===== config.mk =====
export PLATFORM = sky130hd
export DESIGN_NAME = ts_surface_scanner
export DESIGN_NICKNAME = d
export VERILOG_FILES = /design/src/rtl/ts_surface_scanner.sv
export SDC_FILE = /design/constraint.sdc
export NUM_CORES = 1
export LEC_CHECK = 0
export ABC_AREA = 0
export CORE_MARGIN = 3
export CORE_UTILIZATION = 52
export CTS_BUF_LIST = sky130_fd_sc_hd__clkbuf_4
export CTS_CLUSTER_DIAMETER = 200
export CTS_CLUSTER_SIZE = 8
export DETAILED_ROUTE_END_ITERATION = 8
export PLACE_DENSITY = 0.79
export SLEW_MARGIN = 20
export SYNTH_ARGS = -nofsm -noshare
export SYNTH_HDL_FRONTEND = slang
export SYNTH_SLANG_ARGS = --single-unit

===== constraint.sdc =====
create_clock -name clk -period 4.05 [get_ports clk]
set_input_delay 0.81 -clock clk [delete_from_list [all_inputs] [get_ports clk]]
set_output_delay 0.81 -clock clk [all_outputs]
set_load 0.02 [all_outputs]

===== src/rtl/ts_surface_scanner.sv =====
// Scans the 16x16 timestamp memory once per start pulse and streams one 8-bit
// time-surface feature per cell, closing the frame with a recent-activity count.
module ts_surface_scanner #(
  parameter int unsigned WINDOW = 4096,
  parameter int unsigned SHIFT  = 4
) (
  input  logic        clk,
  input  logic        rst,
  input  logic        start,
  input  logic [15:0] now_ts,
  output logic [7:0]  bram_addr,
  input  logic [15:0] bram_dout,
  output logic        feat_valid,
  input  logic        feat_ready,
  output logic [7:0]  feat_data,
  output logic [7:0]  feat_addr,
  output logic        feat_last,
  output logic        busy,
  output logic        done,
  output logic [8:0]  active_count
);

  typedef enum logic {
    IDLE,
    SCAN
  } state_t;

  localparam logic [15:0] WIN = 16'(WINDOW);

  state_t      state, state_next;
  logic        done_next;
  logic        start_accept;

  logic [14:0] now_l;
  logic        s1;          // bram_addr holds a live request this cycle
  logic        s2;          // bram_dout holds data for s2_addr this cycle
  logic [7:0]  s2_addr;
  logic        all_issued;

  // Output queue: head entry drives the feat_* ports, two further skid slots
  // absorb the requests already in flight when downstream stalls.
  logic [7:0]  q_data [4];
  logic [7:0]  q_addr [4];
  logic [1:0]  wr_ptr, rd_ptr;
  logic [1:0]  cnt;

  logic        push, pop, last_hs, issue;
  logic [2:0]  occ;

  logic [14:0] age;
  logic [15:0] rem, shifted;
  logic        cell_active;
  logic [7:0]  feature;

  logic        unused_bits;
  assign unused_bits = now_ts[15];

  assign feat_valid = (cnt != 2'd0);
  assign feat_data  = q_data[rd_ptr];
  assign feat_addr  = q_addr[rd_ptr];
  assign feat_last  = feat_valid && (feat_addr == 8'hFF);
  assign busy       = (state == SCAN);

  always_comb begin
    age         = now_l - bram_dout[14:0];
    cell_active = !bram_dout[15] && ({1'b0, age} < WIN);
    rem         = WIN - 16'd1 - {1'b0, age};
    shifted     = rem >> SHIFT;
    feature     = '0;
    if (cell_active) begin
      feature = (shifted > 16'd255) ? 8'hFF : shifted[7:0];
    end
  end

  // A new address is issued only if every request already in flight, plus
  // this one, still fits in the queue after this cycle's pop.
  always_comb begin
    pop     = feat_valid && feat_ready;
    push    = s2;
    last_hs = pop && feat_last;
    occ     = 3'(cnt) + 3'(s1) + 3'(s2);
    issue   = (state == SCAN) && !all_issued && ((occ - 3'(pop)) <= 3'd2);
  end

  always_comb begin
    state_next   = state;
    done_next    = 1'b0;
    start_accept = 1'b0;
    case (state)
      IDLE: begin
        if (start) begin
          state_next   = SCAN;
          start_accept = 1'b1;
        end
      end
      SCAN: begin
        if (last_hs) begin
          state_next = IDLE;
          done_next  = 1'b1;
        end
      end
      default: state_next = IDLE;
    endcase
  end

  always_ff @(posedge clk or posedge rst) begin
    if (rst) begin
      state <= IDLE;
      done  <= 1'b0;
    end else begin
      state <= state_next;
      done  <= done_next;
    end
  end

  always_ff @(posedge clk or posedge rst) begin
    if (rst) begin
      now_l        <= '0;
      bram_addr    <= '0;
      s1           <= 1'b0;
      s2           <= 1'b0;
      s2_addr      <= '0;
      all_issued   <= 1'b0;
      active_count <= '0;
    end else begin
      s2      <= s1;
      s2_addr <= bram_addr;
      if (start_accept) begin
        now_l        <= now_ts[14:0];
        bram_addr    <= '0;
        s1           <= 1'b1;
        all_issued   <= 1'b0;
        active_count <= '0;
      end else begin
        if (issue) begin
          bram_addr  <= bram_addr + 8'd1;
          s1         <= 1'b1;
          all_issued <= (bram_addr == 8'd254);
        end else begin
          s1 <= 1'b0;
        end
        if (push && cell_active) begin
          active_count <= active_count + 9'd1;
        end
      end
    end
  end

  always_ff @(posedge clk or posedge rst) begin
    if (rst) begin
      for (int unsigned i = 0; i < 4; i++) begin
        q_data[i] <= '0;
        q_addr[i] <= '0;
      end
      wr_ptr <= '0;
      rd_ptr <= '0;
      cnt    <= '0;
    end else begin
      if (push) begin
        q_data[wr_ptr] <= feature;
        q_addr[wr_ptr] <= s2_addr;
        wr_ptr         <= wr_ptr + 2'd1;
      end
      if (pop) begin
        rd_ptr <= rd_ptr + 2'd1;
      end
      cnt <= cnt + 2'(push) - 2'(pop);
    end
  end

endmodule


==> out/metrics.cfg <==
[status]
status = finished, final reports clean

[floorplanning]
core_mm2 = 0.0105
io_pins = 73
start_util_pct = 54.1
die_h_um = 110
die-area_mm2 = 0.0122
std_cell_rows = 37
die_x_um = 110

[critical_path]
cpPeakStageDelay_ps = 750
end_kind = output port
cp_max_fo = 13
worstPathCellList = mux4_2, nand4_1, nor3_1, clkdlybuf4s50_1
start_kind = register
r2r_cells = 14
crit_required_ps = 3240
worst-setup-path-type = register to output port
critPathArrivalTime_ps = 2870
critPathSlowestCell = dfrtp_1

[global_routing]
grt_start_max_net_pins = 80
antenna_found_initial = 0
grt_pass1_vias = 4153
track_usage_pct = 21.6
grt_pass1_wl_um = 19900
overflow = 0

[cts]
cts.path.max_buffers = 2
cts-root-buf = clkbuf_4
clk_pin_slew_ps = 110
insertion_delay_ps = 530
htreeDepth = 4
ctsHoldBuffers = 0
cts_tree = yes
cts_buffers = 17
clock-sinks = 115
cts_setup_buffers = 0
cts-resized-gates = 0

[yosys]
yosys-top-cells-count = 115 x dfrtp_1, 75 x nand2_1, 61 x mux2_2
avgSynthCellArea_um2 = 11.9
ys_seq_area_share_pct = 50.8
synth-main-ff-cell = dfrtp_1
yosys.area.top_type_share_pct = 50.8
synth_fa_ha_area_share_pct = 5.79
synth_nets = 539
syn_area_mm2 = 0.00567
synth_compound_area_share_pct = 6.38
synth_xor_area_share_pct = 3.71
synth_edf_count = 0
ys_types = 47
yosysMostFrequentCell = dfrtp_1
synthCells = 478
synth_area_leaders = dfrtp_1 51%, mux2_2 12%, mux4_2 6.4%
synthMuxAreaShare_pct = 18.8
synth_warnings = 0
async_flop_share_pct = 100
synth_top_family_by_area = multiplexers
yosys.area_share.simple_pct = 11.4
ys_seq_elements = 115
synth.largest_area_cell = dfrtp_1

[routing]
drt_wl_total_um = 12000
post-route-drc-count = 0
routed_via_density = 5.57
routedWlPerCell_um = 16.9
ant_nets = 0
drtIter0Drc = 254
first_pass_iters = 5
vias = 3949

[cells_and_area]
fillers = 805
drive_gt1_share_pct = 22.5
fin_cells = 709
register_area_mm2 = 0.00288
multi_input_area_mm2 = 0.00262
nets = 623
area_delta_synth_final_pct = 21.0
antenna_cells = 0
post-route-util_pct = 65.5

[place]
hpwl_um = 8570
place_congestion = 0.873
place_ws_ps = 391
port-buffer-count = 71
dp.cells = 679

[timing]
tightest_slew_ps = 984
setup_slack_ps = 366
finClkSkew_ps = 28.6
fin_crit_sh_pct = 91.0
hold_viol = 0
setup_viol = 0
setup-tns-final_ps = 0
max_freq_mhz = 271
slew_headroom_pct = 34.4
slew_violations = 0
rsz0062_at_grt = no
fin_crit_ps = 3680

[job]
drv_cap = 0

[pwr]
cellPowerDensity_mw_per_mm2 = 655
leakage_nw = 3.22
ir_worst_vdd_uv = 383

[min_path]
whs_path_depth = 0
hold_path.class = register to register

cell usage in the layout (no fill, tap or decap), types with 7 or more instances in the layout:
cell,n
a21oi_1,14
buf_4,11
clkbuf_4,19
clkdlybuf4s50_1,71
dfrtp_1,115
ha_1,23
inv_1,25
mux2_2,61
mux4_2,16
nand2_1,75
nand3_1,7
nor2_1,16
nor3_1,13
o21ai_0,11
xnor2_1,11
xor2_1,13
sequential cells by signal, indices dropped and copies added (netlist names), 2 cells and up:
register      cells
q_addr           32
now_l            15
rd_ptr            2
bram_addr         8
wr_ptr            2
cnt               2
q_data           32
active_count      9
s2_addr           8
layer usage:
layer / wire length (um) / track usage (%) / part of all wire [%]
met3: 476 / 5.01 / 4.0
met5: 0 / 0 / 0
met4: 112 / 7.56 / 0.94
met2: 6210 / 35.8 / 52
met1: 5170 / 28.1 / 43
power breakdown:
part	total (mW)	switching (mW)	internal [mW]
logic	1.84	0.873	0.964
clock network	0.849	0.419	0.429
registers	1.80	0.310	1.49
critical path, delay by kind of cell, from the launching register on:
family | cells | cell delay [ps]
buffers and inverters | 1 | 700
DFF | 1 | 750
muxes | 1 | 360
and+or+nand+nor | 2 | 540
final timing paths:
path / from / to / slack (ps)
max: rd_ptr[1] / feat_last / 370
min: s1 / push / 430
max reg2reg: cnt[1] / bram_addr[5] / 790
min reg2reg: s1 / push / 430
max in group asynchronous: rst / q_addr[31] / 2410
min in group asynchronous: rst / q_addr[25] / 850
layout make-up:
cell class | count | area share, %
repair buffers | 83 | 11.9
inverters | 26 | 1.46
clock inverters | 11 | 2.03
multi-input cells | 319 | 38.1
flip-flops and latches | 115 | 42.0
clock buffers | 19 | 2.08
well taps | 136 | 2.48
stage by stage:
stage	total power, mW	hold slack (ps)	area [um^2]
after floorplan	3.00	392	5670
after global placement	3.56	407	6580
after detailed placement	3.68	408	6580
after CTS	4.53	434	6860
after global routing	4.79	448	6860
final	4.49	432	6860
kinds of logic after synthesis:
group,after synthesis
fa+ha+maj,25
simple gates,139
mux,79
buf+inv,44
compound gates,52
flops,115
xor+xnor,24
(Power assumes the default switching activity.)
